**config.mk**
```make
export PLATFORM = sky130hd
export DESIGN_NAME = turbo_rsc_encoder
export DESIGN_NICKNAME = d
export VERILOG_FILES = /design/src/rtl/turbo_rsc_encoder.sv
export SDC_FILE = /design/constraint.sdc
export NUM_CORES = 1
export LEC_CHECK = 0
export BUFFER_PORTS_ARGS = -buffer_cell sky130_fd_sc_hd__buf_2
export CAP_MARGIN = 20
export CORE_MARGIN = 2
export CORE_UTILIZATION = 32
export CTS_CLUSTER_DIAMETER = 150
export DETAILED_ROUTE_END_ITERATION = 6
export PLACE_DENSITY = 0.61
export SLEW_MARGIN = 20
export SYNTH_ARGS = -nofsm -noshare
export SYNTH_HDL_FRONTEND = slang
export SYNTH_SLANG_ARGS = --single-unit
```
**constraint.sdc**
```tcl
create_clock -name clk -period 2.7 [get_ports clk]
set_input_delay 0.405 -clock clk [delete_from_list [all_inputs] [get_ports clk]]
set_output_delay 0.405 -clock clk [all_outputs]
set_load 0.01 [all_outputs]
```
**src/rtl/turbo_rsc_encoder.sv**
```systemverilog
// Dual 8-state RSC constituent encoders for the turbo encoder: streams systematic
// and both parity bits, then holds final states on q/p while term_en is asserted.
module turbo_rsc_encoder #(
  parameter int KW          = 13,
  parameter int TERM_CYCLES = 4
) (
  input  logic          clk,
  input  logic          rst,
  input  logic          start,
  input  logic [KW-1:0] blk_len,
  input  logic          in_valid,
  output logic          in_ready,
  input  logic          x,
  input  logic          xi,
  output logic          out_valid,
  output logic          d0,
  output logic          d1,
  output logic          d2,
  output logic [2:0]    q,
  output logic [2:0]    p,
  output logic          term_en,
  output logic          busy,
  output logic          done
);

  localparam int TW = (TERM_CYCLES > 1) ? $clog2(TERM_CYCLES) : 1;
  localparam logic [TW-1:0] TLAST = TW'(TERM_CYCLES - 1);

  typedef enum logic [1:0] {IDLE, DATA, TERM} state_t;

  state_t        state_q;
  logic [KW-1:0] len_q;
  logic [KW-1:0] cnt_q;
  logic [TW-1:0] tcnt_q;
  logic [2:0]    s1_q, s2_q;
  logic [2:0]    s1_d, s2_d;
  logic          a1, a2, z1, z2;
  logic          ov_q, d0_q, d1_q, d2_q, done_q;
  logic          accept;

  // State bit 0 is the newest stage (s0), bit 2 the oldest (s2).
  always_comb begin
    a1   = x ^ s1_q[1] ^ s1_q[2];
    z1   = a1 ^ s1_q[0] ^ s1_q[2];
    s1_d = {s1_q[1:0], a1};
    a2   = xi ^ s2_q[1] ^ s2_q[2];
    z2   = a2 ^ s2_q[0] ^ s2_q[2];
    s2_d = {s2_q[1:0], a2};
  end

  assign accept = in_valid && (state_q == DATA);

  always_ff @(posedge clk) begin
    if (rst) begin
      state_q <= IDLE;
      len_q   <= '0;
      cnt_q   <= '0;
      tcnt_q  <= '0;
      s1_q    <= '0;
      s2_q    <= '0;
      ov_q    <= 1'b0;
      d0_q    <= 1'b0;
      d1_q    <= 1'b0;
      d2_q    <= 1'b0;
      done_q  <= 1'b0;
    end else begin
      ov_q   <= accept;
      done_q <= 1'b0;
      if (accept) begin
        d0_q  <= x;
        d1_q  <= z1;
        d2_q  <= z2;
        s1_q  <= s1_d;
        s2_q  <= s2_d;
        cnt_q <= cnt_q + 1'b1;
      end
      case (state_q)
        IDLE: begin
          if (start && (blk_len != '0)) begin
            state_q <= DATA;
            len_q   <= blk_len;
            cnt_q   <= '0;
            s1_q    <= '0;
            s2_q    <= '0;
          end
        end
        DATA: begin
          // Compare against K-1 so K = 2^KW-1 completes without the counter wrapping.
          if (accept && (cnt_q == len_q - 1'b1)) begin
            state_q <= TERM;
            tcnt_q  <= '0;
          end
        end
        TERM: begin
          if (tcnt_q == TLAST) begin
            state_q <= IDLE;
            done_q  <= 1'b1;
          end else begin
            tcnt_q <= tcnt_q + 1'b1;
          end
        end
        default: state_q <= IDLE;
      endcase
    end
  end

  assign in_ready  = (state_q == DATA);
  assign term_en   = (state_q == TERM);
  assign busy      = (state_q != IDLE);
  assign done      = done_q;
  assign out_valid = ov_q;
  assign d0        = d0_q;
  assign d1        = d1_q;
  assign d2        = d2_q;
  assign q         = s1_q;
  assign p         = s2_q;

endmodule

```
==> results by group, run 1 <==
Worst setup path
  • WP data required: 2.86 ns
  • CP startpoint kind: register
  • CP Class: register to register
  • Crit path DAT: 2.72 ns
  • Critical Path Fanout Max: 5
  • CP Capture Type: register

Clock tree
  • Hold-fix buffers, CTS: 0
  • Reg clk slew, reported paths: 0.09 ns
  • CTS Root Cell: clkbuf_8
  • CTS Buf Count: 5
  • Skew-Pair Late Insertion Delay: 0.30 ns
  • H-Tree Depth: 2
  • Longest Clk Path Bufs: 2
  • CTS tree: yes
  • Clock sinks: 41

Cells and area
  • ANT cells: 0
  • Area delta synth->final: 19.2%
  • Cell Count, Final, Fillers Out: 356
  • Layout cells sized above 1: between 20% and 30%
  • Nets: 300
  • Fill cell count: between 600 and 700
  • Final Core Density: 38.7%
  • Fin area: 0.00242 mm²

Status
  • Status: complete, no violations

Timing
  • Final min period: 2.56 ns
  • RSZ-0062 raised after global routing: no
  • FMAX: slightly below 0.4 GHz
  • Worst hold margin: around 0.35 ns
  • Final hold vios: 0
  • Endpoints failing setup: 0
  • Fin crit share: 94.9%
  • Max-slew headroom: 48.4%
  • Sum Neg Setup Slack: 0 ns
  • Max-slew violation count: 0
  • Skew final: 0.0168 ns
  • Worst slew pin tran: 0.773 ns

Yosys
  • Yosys warning count: 0
  • Synthesized flop and latch total: 41
  • Post-Syn Area: 0.00203 mm²
  • Synthesized area per cell: 8.49 µm²
  • Post-synthesis sequential area ratio: 40.5%
  • Syn Inst Count: 239
  • Netlist cell types: 37
  • Syn nets: 261

Routing
  • Via density: 4.87
  • WL/cell: 12.3 µm
  • Drc violations: 0
  • Final WL: about 4400 µm
  • Routed vias: 1735
  • First drt pass iteration count: 4
  • Iter 0 DRT Violations: 53
  • ANT nets after route: 0

Global routing
  • First-pass GRT wire length: roughly 7600 µm
  • Initial antenna violation count: 0
  • Total track usage: 13.3%
  • Largest net degree at the start of global routing: 24
  • Grt total ovfl: 0
  • Number of global-route vias before repair: 1624

Power
  • PD cells: 527 mW/mm²
  • Worst vdd ir: 0.357 mV
  • Leakage Power: ~1.0 nW

Place
  • Placer Congestion: 0.779
  • Dpl hpwl: 3260 µm
  • Area of placed instances: approximately 0.0023 mm²
  • IO Port Bufs: 32
  • Placed instance count: ~350

Die
  • Die Area: approximately 0.0070 mm²
  • Die width: 83.6 µm
  • Starting Density: between 30 and 40%
  • Boundary Pins: 33
  • Row Count: 29
  • Die Y: 83.6 µm
  • CORE AREA: 0.00624 mm²

Flow run
  • Max Cap Viol: 0

Worst hold path
  • Hold Path Class: input pin to register
critical path, cell delays in order (launching register included):
cell and delay (ns):
dfxtp_1 0.35, or4_4 0.55, or4_1 0.51, a21oi_1 0.15
a21oi_1 0.05, or4_4 0.55, o21ai_0 0.18, a21oi_1 0.08
state kept, by name (all words and copies together), names as in the netlist:
signal,flops
d1,1
p,3
q,3
d0,1
cnt_q,13
out_valid,1
tcnt_q,2
state_q,2
len_q,13
done,1
d2,1
cell type report:
class                      instances  area [µm²]  area share [%]
sequential                        41         821            34.0
multi-input combinational        184        1160            48.0
timing repair buffer              41         228            9.42
clock buffer                       5        68.8            2.85
clock inverter                     3        25.0            1.04
inverter                           5        18.8           0.776
tap                               77        96.3            3.99
placed cells by master, fill, tap and decap left out, types with 4 or more instances in the layout:
cell type,count
buf_4,9
nand4_1,6
clkbuf_8,5
dfxtp_1,41
nand3_1,7
inv_1,5
xor2_1,17
buf_2,32
nand2_1,25
nor2_1,32
a21oi_1,20
mux2i_1,14
or3_1,4
xnor2_1,13
nor4_1,5
o21ai_0,5
final timing paths:
path         depth (start not counted)         end  slack [ns]     start
max                                  7  state_q[0]        0.14  len_q[1]
min                                  3          d0        0.35         x
max reg2reg                          7  state_q[0]        0.14  len_q[1]
min reg2reg                          2          d2        0.46        d2
power breakdown:
part	internal [mW]	switching (mW)	total, mW
combinational	0.100	0.110	0.210
clock	0.187	0.235	0.422
sequential	0.623	0.0179	0.641
timing repair:
item	4_1_cts	5_1_grt
buffers inserted	0	0
endpoints found under the setup margin	0	4
resized for setup	0	1
stage by stage:
stage | setup slack, ns | power, mW
after floorplan | 0.235 | 0.797
after global placement | 0.195 | 0.861
after detailed placement | 0.158 | 0.863
after CTS | 0.134 | 1.29
after global routing | 0.0124 | 1.34
final | 0.139 | 1.27
cells in the mapped netlist:
master	count	share of area, %
dfxtp_1	41	40
nor2_1	32	5.9
nand2_1	25	4.6
a21oi_1	20	4.9
xor2_1	17	7.3
mux2i_1	14	6.9
xnor2_1	13	5.6
clkbuf_1	8	1.5
nand3_1	7	1.7
nand4_1	6	1.9
inv_1	5	0.93
nor4_1	5	1.5
o21ai_0	5	1.2
nor3_1	4	0.99
or3_1	4	1.2
ha_1	3	1.9
o221ai_1	3	1.3
and3_1	2	0.62
nand2b_1	2	0.62
nor3b_1	2	0.74
nor4b_1	2	0.86
or2_2	2	0.62
or4_1	2	0.74
or4_4	2	1.1
a211o_1	1	0.43
a31oi_1	1	0.31
and2_1	1	0.31
and2b_1	1	0.37
and4_1	1	0.43
buf_1	1	0.18
mux2_2	1	0.56
nor2b_1	1	0.31
o211ai_1	1	0.37
o21bai_1	1	0.37
o22ai_1	1	0.31
o31ai_1	1	0.37
or3b_2	1	0.43
layer usage:
| metal | part of all wire (%) | global-route usage [%] | wire length (µm) |
|---|---|---|---|
| met5 | 0 | 0 | 0 |
| met4 | 1.0 | 4.40 | 44 |
| met3 | 4.3 | 3.36 | 187 |
| met2 | 44 | 20.2 | 1910 |
| met1 | 51 | 18.6 | 2250 |
logic make-up after synthesis:
| logic type | share of synthesized area, % |
|---|---|
| muxes | 7.46 |
| adders and majority gates | 1.85 |
| AOI/OAI and AO/OA | 9.62 |
| DFF | 40.5 |
| xor gates and xnor gates | 13.0 |
| and+or+nand+nor | 25.0 |
| buffers and inverters | 2.59 |
(Power assumes the default switching activity.)
==> run 2, diff against run 1 <==
Settings changed: ABC_AREA from default to 1, PLACE_DENSITY 0.61 to 0.63.
Clock period 2.7 ns to 2.15 ns, I/O delays scaled along.
==> run 2 against run 1 <==
Against the previous run: synthesized cell count rose by 32%; register-to-register slack gained 0.16 ns; cell area grew 6.0%; combinational power grew 47%; routed wire length grew 5.8%; sequential cell count stayed put.
==> results by group, run 2 <==
Status
  • Status: complete, no violations (unchanged)

Routing
  • Final WL: 4640 µm (was 4390 µm)
  • First drt pass iteration count: 5 (was 4)
  • Iter 0 DRT Violations: 92 (was 53)
  • Drc violations: 0 (unchanged)
  • Via density: 4.63 (was 4.87)
  • ANT nets after route: 0 (unchanged)
  • WL/cell: 10.7 µm (was 12.3 µm)
  • Routed vias: 2002 (was 1735)

Worst hold path
  • Hold Path Class: input pin to register (unchanged)

Timing
  • Final min period: 1.85 ns (was 2.56 ns)
  • Max-slew headroom: 67.7% (was 48.4%)
  • Worst hold margin: 0.257 ns (was 0.355 ns)
  • FMAX: 0.541 GHz (was 0.390 GHz)
  • RSZ-0062 raised after global routing: no (unchanged)
  • Fin crit share: 86.0% (was 94.9%)
  • Sum Neg Setup Slack: 0 ns (unchanged)
  • Endpoints failing setup: 0 (unchanged)
  • Final hold vios: 0 (unchanged)
  • Skew final: 0.0111 ns (was 0.0168 ns)
  • Worst slew pin tran: 0.483 ns (was 0.773 ns)
  • Max-slew violation count: 0 (unchanged)

Worst setup path
  • CP Class: register to register (unchanged)
  • Crit path DAT: 2.04 ns (was 2.72 ns)
  • WP data required: 2.34 ns (was 2.86 ns)
  • Critical Path Fanout Max: 4 (was 5)
  • CP Capture Type: register (unchanged)
  • CP startpoint kind: register (unchanged)

Flow run
  • Max Cap Viol: 0 (unchanged)

Clock tree
  • CTS Buf Count: 5 (unchanged)
  • CTS Root Cell: clkbuf_8 (unchanged)
  • Longest Clk Path Bufs: 2 (unchanged)
  • Hold-fix buffers, CTS: 0 (unchanged)
  • Clock sinks: 41 (unchanged)
  • Reg clk slew, reported paths: 0.07 ns (was 0.09 ns)
  • Setup bufs post-CTS: 0 (unchanged)
  • CTS tree: yes (unchanged)
  • Skew-Pair Late Insertion Delay: 0.30 ns (about the same)
  • H-Tree Depth: 2 (unchanged)
  • Post-CTS sizing: 0 (unchanged)

Cells and area
  • Commonest non-fill, non-tap cell in the layout: nand2_1 (was dfxtp_1)
  • Most frequent cells in the layout: nand2_1, nor2_1, dfxtp_1, inv_1, buf_2 (was dfxtp_1, nor2_1, buf_2, nand2_1, a21oi_1)
  • Cell Count, Final, Fillers Out: 432 (was 356)
  • Fill cell count: 683 (was 645)
  • Final Core Density: 38.1% (was 38.7%)
  • Largest regs: cnt_q (13), len_q (13) (unchanged)
  • ANT cells: 0 (unchanged)
  • Area delta synth->final: 16.8% (was 19.2%)
  • Layout cells sized above 1: 16.2% (was 20.1%)
  • Nets: 373 (was 300)
  • Fin area: 0.00256 mm² (was 0.00242 mm²)

Yosys
  • Synthesized area per cell: 6.94 µm² (was 8.49 µm²)
  • Synthesized flop and latch total: 41 (unchanged)
  • Netlist cell types: 30 (was 37)
  • Commonest cells in the netlist: nand2_1, nor2_1, dfxtp_1 (was dfxtp_1, nor2_1, nand2_1)
  • Syn Inst Count: 316 (was 239)
  • Post-synth EDFFs: 0 (unchanged)
  • Top-area cell type share of the netlist area: 37.4% (was 40.5%)
  • Yosys warning count: 0 (unchanged)
  • Post-synthesis sequential area ratio: 37.4% (was 40.5%)
  • Synth area leader: dfxtp_1 (unchanged)
  • Asr flop ratio synth: 0% (unchanged)
  • Post-Syn Area: 0.00219 mm² (was 0.00203 mm²)
  • Ys flop type: dfxtp_1 (unchanged)
  • Syn nets: 338 (was 261)
  • Count leader, synth: nand2_1 (was dfxtp_1)
  • Top post-synthesis cells by area: dfxtp_1, nand2_1, nor2_1 (was dfxtp_1, xor2_1, mux2i_1)

Place
  • Placer Congestion: 0.851 (was 0.779)
  • Placed instance count: 424 (was 348)
  • IO Port Bufs: 32 (unchanged)
  • Area of placed instances: 0.00244 mm² (was 0.00232 mm²)
  • Dpl hpwl: 3650 µm (was 3260 µm)

Global routing
  • Initial antenna violation count: 0 (unchanged)
  • Grt total ovfl: 0 (unchanged)
  • Total track usage: 13.4% (was 13.3%)
  • First-pass GRT wire length: 8190 µm (was 7560 µm)
  • Number of global-route vias before repair: 1845 (was 1624)
  • Largest net degree at the start of global routing: 22 (was 24)

Die
  • Starting Density: 32.6% (was 32.5%)
  • Row Count: 30 (was 29)
  • Boundary Pins: 33 (unchanged)
  • Die width: 86.8 µm (was 83.6 µm)
  • CORE AREA: 0.00672 mm² (was 0.00624 mm²)
  • Die Area: 0.00753 mm² (was 0.00699 mm²)
  • Die Y: 86.8 µm (was 83.6 µm)

Power
  • PD cells: 692 mW/mm² (was 527 mW/mm²)
  • Worst vdd ir: 0.313 mV (was 0.357 mV)
  • Leakage Power: 1.19 nW (was 1.02 nW)
run 2: cell count changes after synthesis, sizes merged, moves of 5 or more:
cell,previous run,this run
nand3,7,18
mux2i,14,1
nand2,25,75
a21oi,20,15
nor2,32,55
xnor2,13,8
o21ai,5,20
inv,5,40
run 2: cell type report:
class	instances	area [µm²]	area share [%]
clock buffers	7	86.3	3.37
flip-flops and latches	41	821	32.0
inverters	40	153	5.96
clock inverters	1	30.0	1.17
repair buffers	34	175	6.84
multi-input cells	229	1200	46.7
well taps	80	100	3.91
run 2: path summary, 6_finish.rpt:
kind | start | to | slack [ns] | cells after the start
setup / recovery | len_q[0] | tcnt_q[0] | 0.30 | 13
hold / removal | rst | state_q[0] | 0.26 | 2
setup reg to reg | len_q[0] | tcnt_q[0] | 0.30 | 13
hold reg to reg | tcnt_q[1] | tcnt_q[1] | 0.49 | 2
run 2: where the power goes:
| group | internal, mW | leakage (nW) | switching, mW | total, mW |
|---|---|---|---|---|
| clock network | 0.378 | 0.0585 | 0.263 | 0.641 |
| registers | 0.792 | 0.335 | 0.0313 | 0.824 |
| logic | 0.115 | 0.797 | 0.194 | 0.308 |
run 2: cells by family (layout without fill, tap and decap cells):
group / count (synthesis) / count (layout) / share of synthesized area [%]
buf+inv: 46 / 82 / 8.04
xor+xnor: 22 / 22 / 8.79
mux: 1 / 1 / 0.456
flops: 41 / 41 / 37.4
compound gates: 40 / 40 / 9.75
fa+ha+maj: 3 / 3 / 1.71
simple gates: 163 / 163 / 33.8
run 2: per-layer routing:
metal | track usage (%) | part of all wire (%) | vias up
met3 | 2.29 | 3.9 | 6
met4 | 4.69 | 1.6 | 0
li1 | - | - | 1070
met1 | 17.7 | 50 | 877
met5 | 0 | 0 | -
met2 | 22.0 | 45 | 49
run 2: per-stage QoR:
| step | power [mW] | setup slack [ns] |
|---|---|---|
| after floorplan | 1.06 | 0.565 |
| after global routing | 1.86 | 0.0995 |
| after global placement | 1.15 | 0.354 |
| after detailed placement | 1.15 | 0.313 |
| final | 1.77 | 0.302 |
| after CTS | 1.78 | 0.301 |
run 2: worst max-delay path, stage by stage, from the launching register on:
cell and delay (ns):
dfxtp_1 0.32, inv_1 0.12, ha_1 0.23, nand2_1 0.12, o21ai_0 0.24, nand2_1 0.08
nand2_1 0.07, nand3_1 0.07, nor2_1 0.10, nand2_1 0.10, nand2_1 0.14, nand2_1 0.07
nand2_1 0.06, nor2_1 0.04
==> run 3, diff against run 2 <==
Settings changed: CELL_PAD_IN_SITES_DETAIL_PLACEMENT from default to 0, CELL_PAD_IN_SITES_GLOBAL_PLACEMENT from default to 1, PLACE_DENSITY 0.63 to 0.76.
Clock period 2.15 ns to 2.26 ns, I/O delays scaled along.
==> run 3 against run 2 <==
Against the previous run: highest routed layer unchanged; largest power group unchanged; sequential power shrank 5.1%; cell area shrank 0.44%; register-to-register slack got worse by 0.02 ns; first-iteration DRC count shrank 15%; die area did not move; core utilization is 0.17 points lower; clock skew shrank 0.0089 ns; worst hold slack improved by 0.014 ns; critical path depth unchanged; non-clock buffer count grew 2.
==> results by group, run 3 (synthesized netlist as in run 2, its figures left out) <==
Timing
  • Worst slew pin tran: 0.408 ns (was 0.483 ns)
  • Max-slew headroom: 72.7% (was 67.7%)
  • Skew final: 0.00215 ns (was 0.0111 ns)
  • Final min period: 1.98 ns (was 1.85 ns)
  • RSZ-0062 raised after global routing: no (unchanged)
  • Endpoints failing setup: 0 (unchanged)
  • FMAX: 0.505 GHz (was 0.541 GHz)
  • Final hold vios: 0 (unchanged)
  • Max-slew violation count: 0 (unchanged)
  • Fin crit share: 87.5% (was 86.0%)
  • Sum Neg Setup Slack: 0 ns (unchanged)

Die
  • Die Area: 0.00753 mm² (unchanged)
  • CORE AREA: 0.00672 mm² (unchanged)
  • Row Count: 30 (unchanged)
  • Die width: 86.8 µm (unchanged)
  • Die Y: 86.8 µm (unchanged)
  • Starting Density: 32.6% (unchanged)
  • Boundary Pins: 33 (unchanged)

Worst setup path
  • Worst path most repeated cell: nand2_1 (unchanged)
  • CP Class: register to register (unchanged)
  • Crit path DAT: 2.16 ns (was 2.04 ns)
  • WP data required: 2.45 ns (was 2.34 ns)
  • Critical Path Fanout Max: 4 (unchanged)
  • Crit-path cells: inv_1 > ha_1 > nand2_1 > nor2_1 > nand2_1 > nand3_1 > nand3_1 > nor2_1 > nand2_1 > nand2_1 > nand2_1 > nand2_1 > nor2_1 (was inv_1 > ha_1 > nand2_1 > o21ai_0 > nand2_1 > nand2_1 > nand3_1 > nor2_1 > nand2_1 > nand2_1 > nand2_1 > nand2_1 > nor2_1)
  • CP max-delay cell: dfxtp_1 (unchanged)
  • CP startpoint kind: register (unchanged)
  • Max incr delay on CP: 0.32 ns (about the same)
  • CP Capture Type: register (unchanged)

Global routing
  • Global Route met3 Usage: 2.48% (was 2.29%)
  • Met2 Use GR: 21.0% (was 22.0%)
  • First-pass GRT wire length: 8390 µm (was 8190 µm)
  • GRT Max-Usage Layer: met2 (unchanged)
  • Grt total ovfl: 0 (unchanged)
  • Largest net degree at the start of global routing: 19 (was 22)
  • Number of global-route vias before repair: 1793 (was 1845)
  • Total track usage: 13.9% (was 13.4%)
  • Routing usage on met1: 20.0% (was 17.7%)
  • Initial antenna violation count: 0 (unchanged)

Clock tree
  • Post-CTS sizing: 0 (unchanged)
  • Reg clk slew, reported paths: 0.08 ns (was 0.07 ns)
  • CTS Buf Count: 5 (unchanged)
  • H-Tree Depth: 2 (unchanged)
  • CTS Root Cell: clkbuf_8 (unchanged)
  • Hold-fix buffers, CTS: 0 (unchanged)
  • Longest Clk Path Bufs: 2 (unchanged)
  • Clock sinks: 41 (unchanged)
  • CTS tree: yes (unchanged)
  • Skew-Pair Late Insertion Delay: 0.28 ns (was 0.30 ns)
  • Setup bufs post-CTS: 0 (unchanged)

Place
  • IO Port Bufs: 32 (unchanged)
  • Dpl hpwl: 3870 µm (was 3650 µm)
  • Placer Congestion: 0.825 (was 0.851)
  • Placed instance count: 426 (was 424)

Flow run
  • Max Cap Viol: 0 (unchanged)

Routing
  • Routed vias: 1968 (was 2002)
  • Via density: 4.55 (was 4.63)
  • First drt pass iteration count: 4 (was 5)
  • Drc violations: 0 (unchanged)
  • ANT nets after route: 0 (unchanged)
  • Final WL: 4930 µm (was 4640 µm)
  • WL/cell: 11.4 µm (was 10.7 µm)
  • Iter 0 DRT Violations: 78 (was 92)

Cells and area
  • Area delta synth->final: 16.3% (was 16.8%)
  • ANT cells: 0 (unchanged)
  • Layout cells sized above 1: 16.7% (was 16.2%)
  • Most frequent cells in the layout: nand2_1, nor2_1, dfxtp_1, inv_1, buf_2 (unchanged)
  • Cell Count, Final, Fillers Out: 433 (was 432)
  • Fill cell count: 704 (was 683)
  • Commonest non-fill, non-tap cell in the layout: nand2_1 (unchanged)
  • Nets: 375 (was 373)
  • Largest regs: cnt_q (13), len_q (13) (unchanged)
  • Final Core Density: 38.0% (was 38.1%)

Status
  • Status: complete, no violations (unchanged)

Worst hold path
  • Hold Path Class: input pin to register (unchanged)

Power
  • Worst vdd ir: 0.312 mV (was 0.313 mV)
  • Leakage Power: 1.18 nW (was 1.19 nW)
  • PD cells: 618 mW/mm² (was 692 mW/mm²)
run 3: final timing paths:
path,startpoint,end,slack [ns],cells past startpoint
max,len_q[0],tcnt_q[1],0.28,13
max reg2reg,len_q[0],tcnt_q[1],0.28,13
min reg2reg,len_q[1],len_q[1],0.49,2
min,rst,state_q[0],0.27,2
run 3: area by class of cell:
type | count | area (µm²) | area share [%]
Tap cell | 80 | 100 | 3.93
Timing Repair Buffer | 36 | 190 | 7.46
Multi-Input combinational cell | 229 | 1200 | 46.9
Inverter | 40 | 153 | 5.99
Clock inverter | 1 | 7.51 | 0.294
Clock buffer | 6 | 82.6 | 3.24
Sequential cell | 41 | 821 | 32.2
run 3: power by group:
group	switching, mW	total [mW]	internal, mW
registers	0.0285	0.782	0.754
clock network	0.252	0.493	0.242
logic	0.189	0.301	0.112
total	0.470	1.58	1.11
run 3: metal layers:
layer	vias up	wire length, µm
met5	-	0
met4	0	59
met3	6	150
met2	32	2110
met1	848	2610
li1	1082	-
run 3: worst max-delay path, delay by kind of cell (launching register included):
kind,cells,cell delay [ns]
buffers and inverters,1,0.11
adders and majority gates,1,0.22
and+or+nand+nor,11,1.22
DFF,1,0.32
run 3: through the flow:
| stage | setup slack (ns) | hold slack, ns | power, mW | cell area, µm² |
|---|---|---|---|---|
| finish | 0.282 | 0.271 | 1.58 | 2550 |
| global route | 0.0142 | 0.268 | 1.67 | 2550 |
| CTS | 0.333 | 0.257 | 1.60 | 2550 |
| detailed placement | 0.340 | 0.475 | 1.10 | 2460 |
| global placement | 0.360 | 0.474 | 1.10 | 2460 |
| floorplan | 0.675 | 0.408 | 1.01 | 2190 |
